<file path="src/rtl/nibble_serial_adder_pkg.sv">
// Shared types and constants for the nibble-serial adder sequencer.
package nibble_serial_adder_pkg;
  localparam int NIBBLE_W = 4;

  typedef logic [1:0] state_t;
  localparam state_t ST_IDLE = 2'd0;
  localparam state_t ST_RUN  = 2'd1;
  localparam state_t ST_DONE = 2'd2;
endpackage

</file>
<file path="src/rtl/nsa_ctrl.sv">
// Control FSM for the nibble-serial adder: sequences IDLE -> RUN (NIBBLES cycles) -> DONE.
module nsa_ctrl
  import nibble_serial_adder_pkg::*;
#(
  parameter int NIBBLES = 4
) (
  input  logic   clk,
  input  logic   rst_n,
  input  logic   in_valid,
  input  logic   out_ready,
  output logic   load,
  output logic   shift,
  output logic   done,
  output state_t state
);
  localparam int CNT_W = $clog2(NIBBLES + 1);

  state_t             state_q;
  logic [CNT_W-1:0]   nib_cnt;

  // load: operand acceptance edge; shift: every RUN edge; done: the final RUN edge.
  assign load  = (state_q == ST_IDLE) && in_valid;
  assign shift = (state_q == ST_RUN);
  assign done  = shift && (nib_cnt == CNT_W'(NIBBLES - 1));
  assign state = state_q;

  always_ff @(posedge clk or negedge rst_n) begin
    if (!rst_n) begin
      state_q <= ST_IDLE;
      nib_cnt <= '0;
    end else begin
      case (state_q)
        ST_IDLE: begin
          if (load) begin
            state_q <= ST_RUN;
            nib_cnt <= '0;
          end
        end
        ST_RUN: begin
          nib_cnt <= nib_cnt + CNT_W'(1);
          if (done) state_q <= ST_DONE;
        end
        ST_DONE: begin
          if (out_ready) state_q <= ST_IDLE;
        end
        default: state_q <= ST_IDLE;
      endcase
    end
  end
endmodule

</file>
<file path="src/rtl/nibble_serial_adder.sv">
// Nibble-serial adder datapath around an external 4-bit full adder.
// Optional signed-overflow output enabled by NIBBLE_SERIAL_ADDER_OVF_EN.
module nibble_serial_adder
  import nibble_serial_adder_pkg::*;
#(
  parameter int NIBBLES = 4
) (
  input  logic                      clk,
  input  logic                      rst_n,
  input  logic                      in_valid,
  output logic                      in_ready,
  input  logic [4*NIBBLES-1:0]      in_a,
  input  logic [4*NIBBLES-1:0]      in_b,
  input  logic                      in_cin,
  output logic [3:0]                add_a,
  output logic [3:0]                add_b,
  output logic                      add_cin,
  input  logic [3:0]                add_sum,
  input  logic                      add_cout,
  output logic                      out_valid,
  input  logic                      out_ready,
  output logic [4*NIBBLES-1:0]      out_sum,
  output logic                      out_cout
`ifdef NIBBLE_SERIAL_ADDER_OVF_EN
  ,
  output logic                      out_ovf
`endif
);
  localparam int W = NIBBLE_W * NIBBLES;

  // Handshakes: a transfer happens on a rising edge where valid and ready are both
  // high; in_ready and out_valid come straight from state, never from in_valid/out_ready.

  logic         load, shift, done;
  state_t       state;
  logic [W-1:0] a_q, b_q, sum_q;
  logic         carry_q;

  nsa_ctrl #(.NIBBLES(NIBBLES)) u_ctrl (
    .clk      (clk),
    .rst_n    (rst_n),
    .in_valid (in_valid),
    .out_ready(out_ready),
    .load     (load),
    .shift    (shift),
    .done     (done),
    .state    (state)
  );

  assign in_ready  = (state == ST_IDLE);
  assign out_valid = (state == ST_DONE);
  assign add_a     = shift ? a_q[NIBBLE_W-1:0] : '0;
  assign add_b     = shift ? b_q[NIBBLE_W-1:0] : '0;
  assign add_cin   = shift & carry_q;
  assign out_sum   = sum_q;
  assign out_cout  = carry_q;

  always_ff @(posedge clk or negedge rst_n) begin
    if (!rst_n) begin
      a_q     <= '0;
      b_q     <= '0;
      sum_q   <= '0;
      carry_q <= 1'b0;
    end else if (load) begin
      a_q     <= in_a;
      b_q     <= in_b;
      sum_q   <= '0;
      carry_q <= in_cin;
    end else if (shift) begin
      // Sum nibbles enter at the top so the LSB nibble lands at the bottom after NIBBLES shifts.
      sum_q   <= (sum_q >> NIBBLE_W) | (W'(add_sum) << (W - NIBBLE_W));
      a_q     <= a_q >> NIBBLE_W;
      b_q     <= b_q >> NIBBLE_W;
      carry_q <= add_cout;
    end
  end

`ifdef NIBBLE_SERIAL_ADDER_OVF_EN
  logic ovf_q;
  assign out_ovf = ovf_q;

  always_ff @(posedge clk or negedge rst_n) begin
    if (!rst_n) begin
      ovf_q <= 1'b0;
    end else if (out_valid && out_ready) begin
      ovf_q <= 1'b0;
    end else if (done) begin
      // On the last edge the low nibble of a_q/b_q is the operands' top nibble.
      ovf_q <= (a_q[NIBBLE_W-1] == b_q[NIBBLE_W-1]) && (add_sum[3] != a_q[NIBBLE_W-1]);
    end
  end
`endif
endmodule

</file>
<file path="config.mk">
export PLATFORM = sky130hd
export DESIGN_NAME = nibble_serial_adder
export DESIGN_NICKNAME = d
export VERILOG_FILES = /design/src/rtl/nibble_serial_adder_pkg.sv /design/src/rtl/nsa_ctrl.sv /design/src/rtl/nibble_serial_adder.sv
export SDC_FILE = /design/constraint.sdc
export NUM_CORES = 1
export LEC_CHECK = 0
export CAP_MARGIN = 30
export CORE_MARGIN = 10
export CORE_UTILIZATION = 51
export DETAILED_ROUTE_END_ITERATION = 8
export PLACE_DENSITY = 0.85
export SYNTH_ARGS = -nofsm -noshare
export SYNTH_HDL_FRONTEND = slang
export SYNTH_SLANG_ARGS = --single-unit
</file>
<file path="constraint.sdc">
create_clock -name clk -period 4.4 [get_ports clk]
set_clock_uncertainty 0.2 [all_clocks]
set_input_delay 0.44 -clock clk [delete_from_list [all_inputs] [get_ports clk]]
set_output_delay 0.44 -clock clk [all_outputs]
set_load 0.02 [all_outputs]
</file>
==> Word-level counts from Yosys, hierarchy flattened <==
Index checks and enable logic that the tools add are counted.
{ "totals": {"mem_count": 0, "word_cells": 38, "latch_bits": 0, "reg_bits": 54, "mem_bits_ro": 0, "ram_bits": 0, "inputBits": 42} }
{ "classes": {"mul": 0, "add_sub_neg": 1, "muxes": 16, "n_reduce_logical": 7, "n_eq_ne": 6, "bitwise": 2, "magnitude_cmp": 0, "div": 0, "n_shift": 0} }
{ "ops": {"columns": ["op", "n"], "rows": [
  ["16-bit 2-to-1 mux", 6],
  ["12-bit by 16-bit OR with 16-bit output", 1],
  ["4-bit 2-to-1 mux", 2],
  ["2-bit 2-to-1 mux", 3],
  ["2-bit by 1-bit inequality test with 1-bit output (second input constant)", 3],
  ["2-bit one-hot mux with 3 select lines", 1],
  ["3-bit one-hot mux with 2 select lines", 1],
  ["2-bit nonzero test", 2],
  ["3-bit by 1-bit adder with 3-bit output (second input constant)", 1],
  ["3-bit by 2-bit == test with 1-bit output (second input constant)", 1],
  ["3-bit 2-to-1 mux", 1],
  ["3-bit AND reduction", 1],
  ["2-bit by 1-bit == test with 1-bit output (second input constant)", 1],
  ["2-bit == test (second input constant)", 1],
  ["1-bit logical AND", 2],
  ["2-bit zero test", 1],
  ["1-bit 2-to-1 mux", 2],
  ["2-bit AND reduction", 1],
  ["1-bit AND", 1]
]} }

==> Longest topological paths before layout <==
{ "logic_depth": {"word_depth": 4, "depth_mapped": 6, "depth_no_buf": 3} }

==> Cells and area by module <==
A second synthesis with hierarchy kept.
{ "unflattened": {"hier_cells": 228, "hier_area_um2": 2489.9} }
{ "modules_own_cells": {"columns": ["mod", "cells_per_inst", "seq_area_each_um2", "instances", "area_each_um2"], "rows": [
  ["nibble_serial_adder", 207, 1226.2, 1, 2242.2],
  ["nsa_ctrl", 21, 125.1, 1, 247.7]
]} }

==> Worst setup path after synthesis <==
Ideal clock, no wire load.
{ "synth_timing": {"kind": "reg2out", "startpoint": "reg u_ctrl.state_q[0], in the netlist u_ctrl.state[0]", "endpoint": "out add_a[0]", "arrival_time_ps": 1107, "slack_ps": 2653, "t_required_ps": 3760, "path_stages_with_launch": 5, "path_cell_list": "dfrtp_1 -> nor2b_1 -> buf_2 -> buf_2 -> and2_1"} }
{ "synth_between": {"elab_chain_cells": 2} }
{ "synth_rtl": {"columns": ["item", "line", "rtl"], "rows": [
  ["from (decl)", "nsa_ctrl.sv:18", "state_t state_q;"],
  ["from (signal assigned)", "nsa_ctrl.sv:29", "state_q <= ST_IDLE;"],
  ["from (signal assigned)", "nsa_ctrl.sv:35", "state_q <= ST_RUN;"],
  ["from (signal assigned)", "nsa_ctrl.sv:41", "if (done) state_q <= ST_DONE;"],
  ["2-bit by 1-bit == test with 1-bit output", "nsa_ctrl.sv:23", "assign shift = (state_q == ST_RUN);"],
  ["4-bit 2-to-1 mux", "nibble_serial_adder.sv:52", "assign add_a = shift ? a_q[NIBBLE_W-1:0] : '0;"],
  ["to (decl)", "nibble_serial_adder.sv:15", "output logic [3:0] add_a,"]
]} }
No other way between the ends.

==> Worst setup path after layout <==
{ "layout_timing": {"startpoint": "reg u_ctrl.state_q[0], in the netlist u_ctrl.state[0]", "endpoint": "out add_b[3]"} }
{ "layout_between": {"elab_chain_cells": 2} }
{ "layout_rtl": {"columns": ["item", "line", "rtl"], "rows": [
  ["2-bit by 1-bit == test with 1-bit output", "nsa_ctrl.sv:23", null],
  ["4-bit 2-to-1 mux", "nibble_serial_adder.sv:53", "assign add_b = shift ? b_q[NIBBLE_W-1:0] : '0;"],
  ["to (decl)", "nibble_serial_adder.sv:16", "output logic [3:0] add_b,"]
]} }
No other way between the ends.

==> results.md <==
- Period utilisation layout: 0.748
- Met1 GRT Util: 0.184
- CTS tree: built
- Syn_nets: 269
- Critical Path Source Type: flip-flop
- Minimum clock period: 3290 ps
- Fill cell count: 384
- GRT Overall Usage: 0.145
- Global-route wire length before repair: 9.89 mm
- Highest clock rate: 304 MHz
- Initial Util: 0.526
- Syn. warnings: 0
- Die height: between 80 and 90 um
- Largest net degree at the start of global routing: 57
- Clk root buf: clkbuf_8
- Number of synthesized register bits: between 50 and 60
- Die ar.: a little over 8000 um^2
- Synth Instances: ~230
- Critical path arrival: 2650 ps
- Setup CP Type: flip-flop to primary output
- Met2 Track Usage GR: 0.232
- RR Startpoint: u_ctrl.state[0]$_DFFE_PN0P_
- Insertion delay to the later sink of the worst-skew pair: 300 ps
- Top-area cell type share of the netlist area: 0.544
- CP Cell Sequence: nor2b_2, and2_1, clkdlybuf4s50_1
- Iter 0 DRT Violations: 143
- Slew Viols, Final: 0
- Post-DP HPWL: between 4 and 5 mm
- Unrepaired setup endpoints after global routing: no
- Slew HR: 0.498
- GRT overflow: 0
- Inserted Clock Buffers: 5
- Number of vias per cell: between 5 and 6
- Post-CTS Setup Bufs: 0
- Worst hold margin: 46.7 ps
- P&R area growth vs syn: 30.8%
- Hold WC Path Type: input pin to async pin
- Req. time, crit path: 3760 ps
- PortBufs: 69
- Register area: 1350 um^2
- FFs w/ async S/R, synth: 1.00
- CP startpoint: u_ctrl.state[0]$_DFFE_PN0P_
- CTS H-tree lvls: 2
- # nets final: 330
- Vias in the first global route: ~1,900
- Via Count: around 1,900
- Top Ports: 70
- Cell taking the most area after synthesis: dfrtp_1
- CP Capture Type: primary output
- Diodes inserted: 0
- Final core utilization: 0.688
- Design area: roughly 3200 um^2
- Core area: ~4700 um^2
- Pleak: 0.00140 uW
- Drt first pass iters: 5
- VDD IR max: approximately 0.00028 V
- Synth Area per Inst: 11.0 um^2
- Max incr delay on CP: 760 ps
- Max FO, Critical Path: 25
- Power Total: between 2000 and 2500 uW
- CTS max path bufs: 2
- Share of cells above drive strength 1: 0.0804
- Global route hottest layer: met2
- Setup violators final: 0
- Number of max-cap violations: 0
- Number of synthesized flops with an enable pin: 0
- Ys flop type: dfrtp_1
- Mapped Area: 2480 um^2
- Post-synthesis sequential area ratio: 0.544
- Post-CTS resize count: 0
- Cell Rows: 25
- Bufs and invs on worst path: 1
- ANT nets after route: 0
- Clk sinks: 54
- Area of the multi-input gates: 1010 um^2
- DRC viols: 0
- CP top delay family: simple AND/OR/NAND/NOR gates
- Wire length per cell: about 17 um
- Power per cell area: 714 nW/um^2
- Clk slew on worst S/H paths: about 90 ps
- Reg2Reg Setup Slack: 2110 ps
- Hold Vio Cnt, Final: 0
- Netlist cell types: 25
- Initial antenna violation count: 0
- RD Place Congestion: about 0.74
- Die Wd: 89.8 um
- Setup TNS: 0 ps
- Routed WL: 5.83 mm
- Worst-margin pin slew: 750 ps
- CP max-delay cell: dfrtp_1
- Placed Area: ~3200 um^2
- Status: completed
- Hold_buf cts: 0
- Top cells by area, synth: dfrtp_1, a22o_1, nor3b_1
- GRT met3 Usage: 0.0391
## stage by stage
step                      cells  setup WS (ps)
after floorplan             225           2650
after global placement      345           1500
after CTS                   352           1100
after global routing        353            914
after detailed placement    345           1440
final                       353           1110
## final timing paths
path                            cells after the start                             to
worst max register to register                      3        out_sum[15]$_DFFE_PN0P_
worst min register to register                      1  u_ctrl.nib_cnt[0]$_DFFE_PN0P_
max in group asynchronous                           2        out_sum[14]$_DFFE_PN0P_
min in group clk                                    1  u_ctrl.nib_cnt[0]$_DFFE_PN0P_
worst max-delay path                                3                       add_b[3]
worst min-delay path                                2             a_q[4]$_DFFE_PN0P_
## flip-flops by register name, summed over array words and instances (netlist names)
name / flops
a_q: 16
b_q: 16
out_sum: 16
u_ctrl.nib_cnt: 3
u_ctrl.state: 2
out_cout: 1
## worst register-to-register path: stages, from the launching register on
cell	delay [ps]
dfrtp_1	760
nor2b_2	750
buf_4	340
a22o_1	180
## layout by cell type (no fill, tap or decap), drive strengths merged
cell type      count
and2              10
nand2b            11
a21oi              1
nor2              18
nor2b              2
nand2             10
inv                2
o21ba              1
dfrtp             54
ha                 2
o21bai             1
o22ai              1
clkbuf             7
nor3              32
o21ai             10
nor3b             16
a221o              9
buf                5
clkdlybuf4s50     68
a22o              26
## layout make-up
class,instances,share of cell area
clock buffers,7,0.0235
well taps,67,0.0258
inverters,2,0.00231
multi-input cells,150,0.310
flip-flops and latches,54,0.416
repair buffers,73,0.223
## logic make-up (layout without fill, tap and decap cells)
| group | Yosys count | in the layout | synth area share |
|---|---|---|---|
| AOI/OAI and AO/OA | 49 | 49 | 0.161 |
| adders and majority gates | 2 | 2 | 0.0101 |
| buffers and inverters | 21 | 82 | 0.0514 |
| DFF | 54 | 54 | 0.544 |
| and+or+nand+nor | 99 | 99 | 0.233 |
## metal layers
metal  routed length (um)  vias to the layer above  part of all wire
li1                     -                      932                 -
met1                 2570                      935              0.44
met2                 2900                       45              0.50
met3                  285                        6             0.049
met4                   82                        0             0.014
met5                    0                        -                 0
## where the power goes
part | internal, uW | total, uW | switching, uW
registers | 715 | 873 | 158
clock network | 110 | 260 | 150
logic | 583 | 1190 | 604
total | 1410 | 2320 | 912
## Yosys cell counts, types with 5 or more instances
master / count
a22o_1: 26
nand2_1: 10
o21ai_0: 5
o21ai_1: 5
buf_2: 12
nor2_1: 17
and2_1: 10
nor3_1: 23
nor3b_1: 16
dfrtp_1: 54
nand2b_1: 10
nor3_2: 9
a221o_1: 9
No activity file was read; power rests on OpenSTA's default activity.
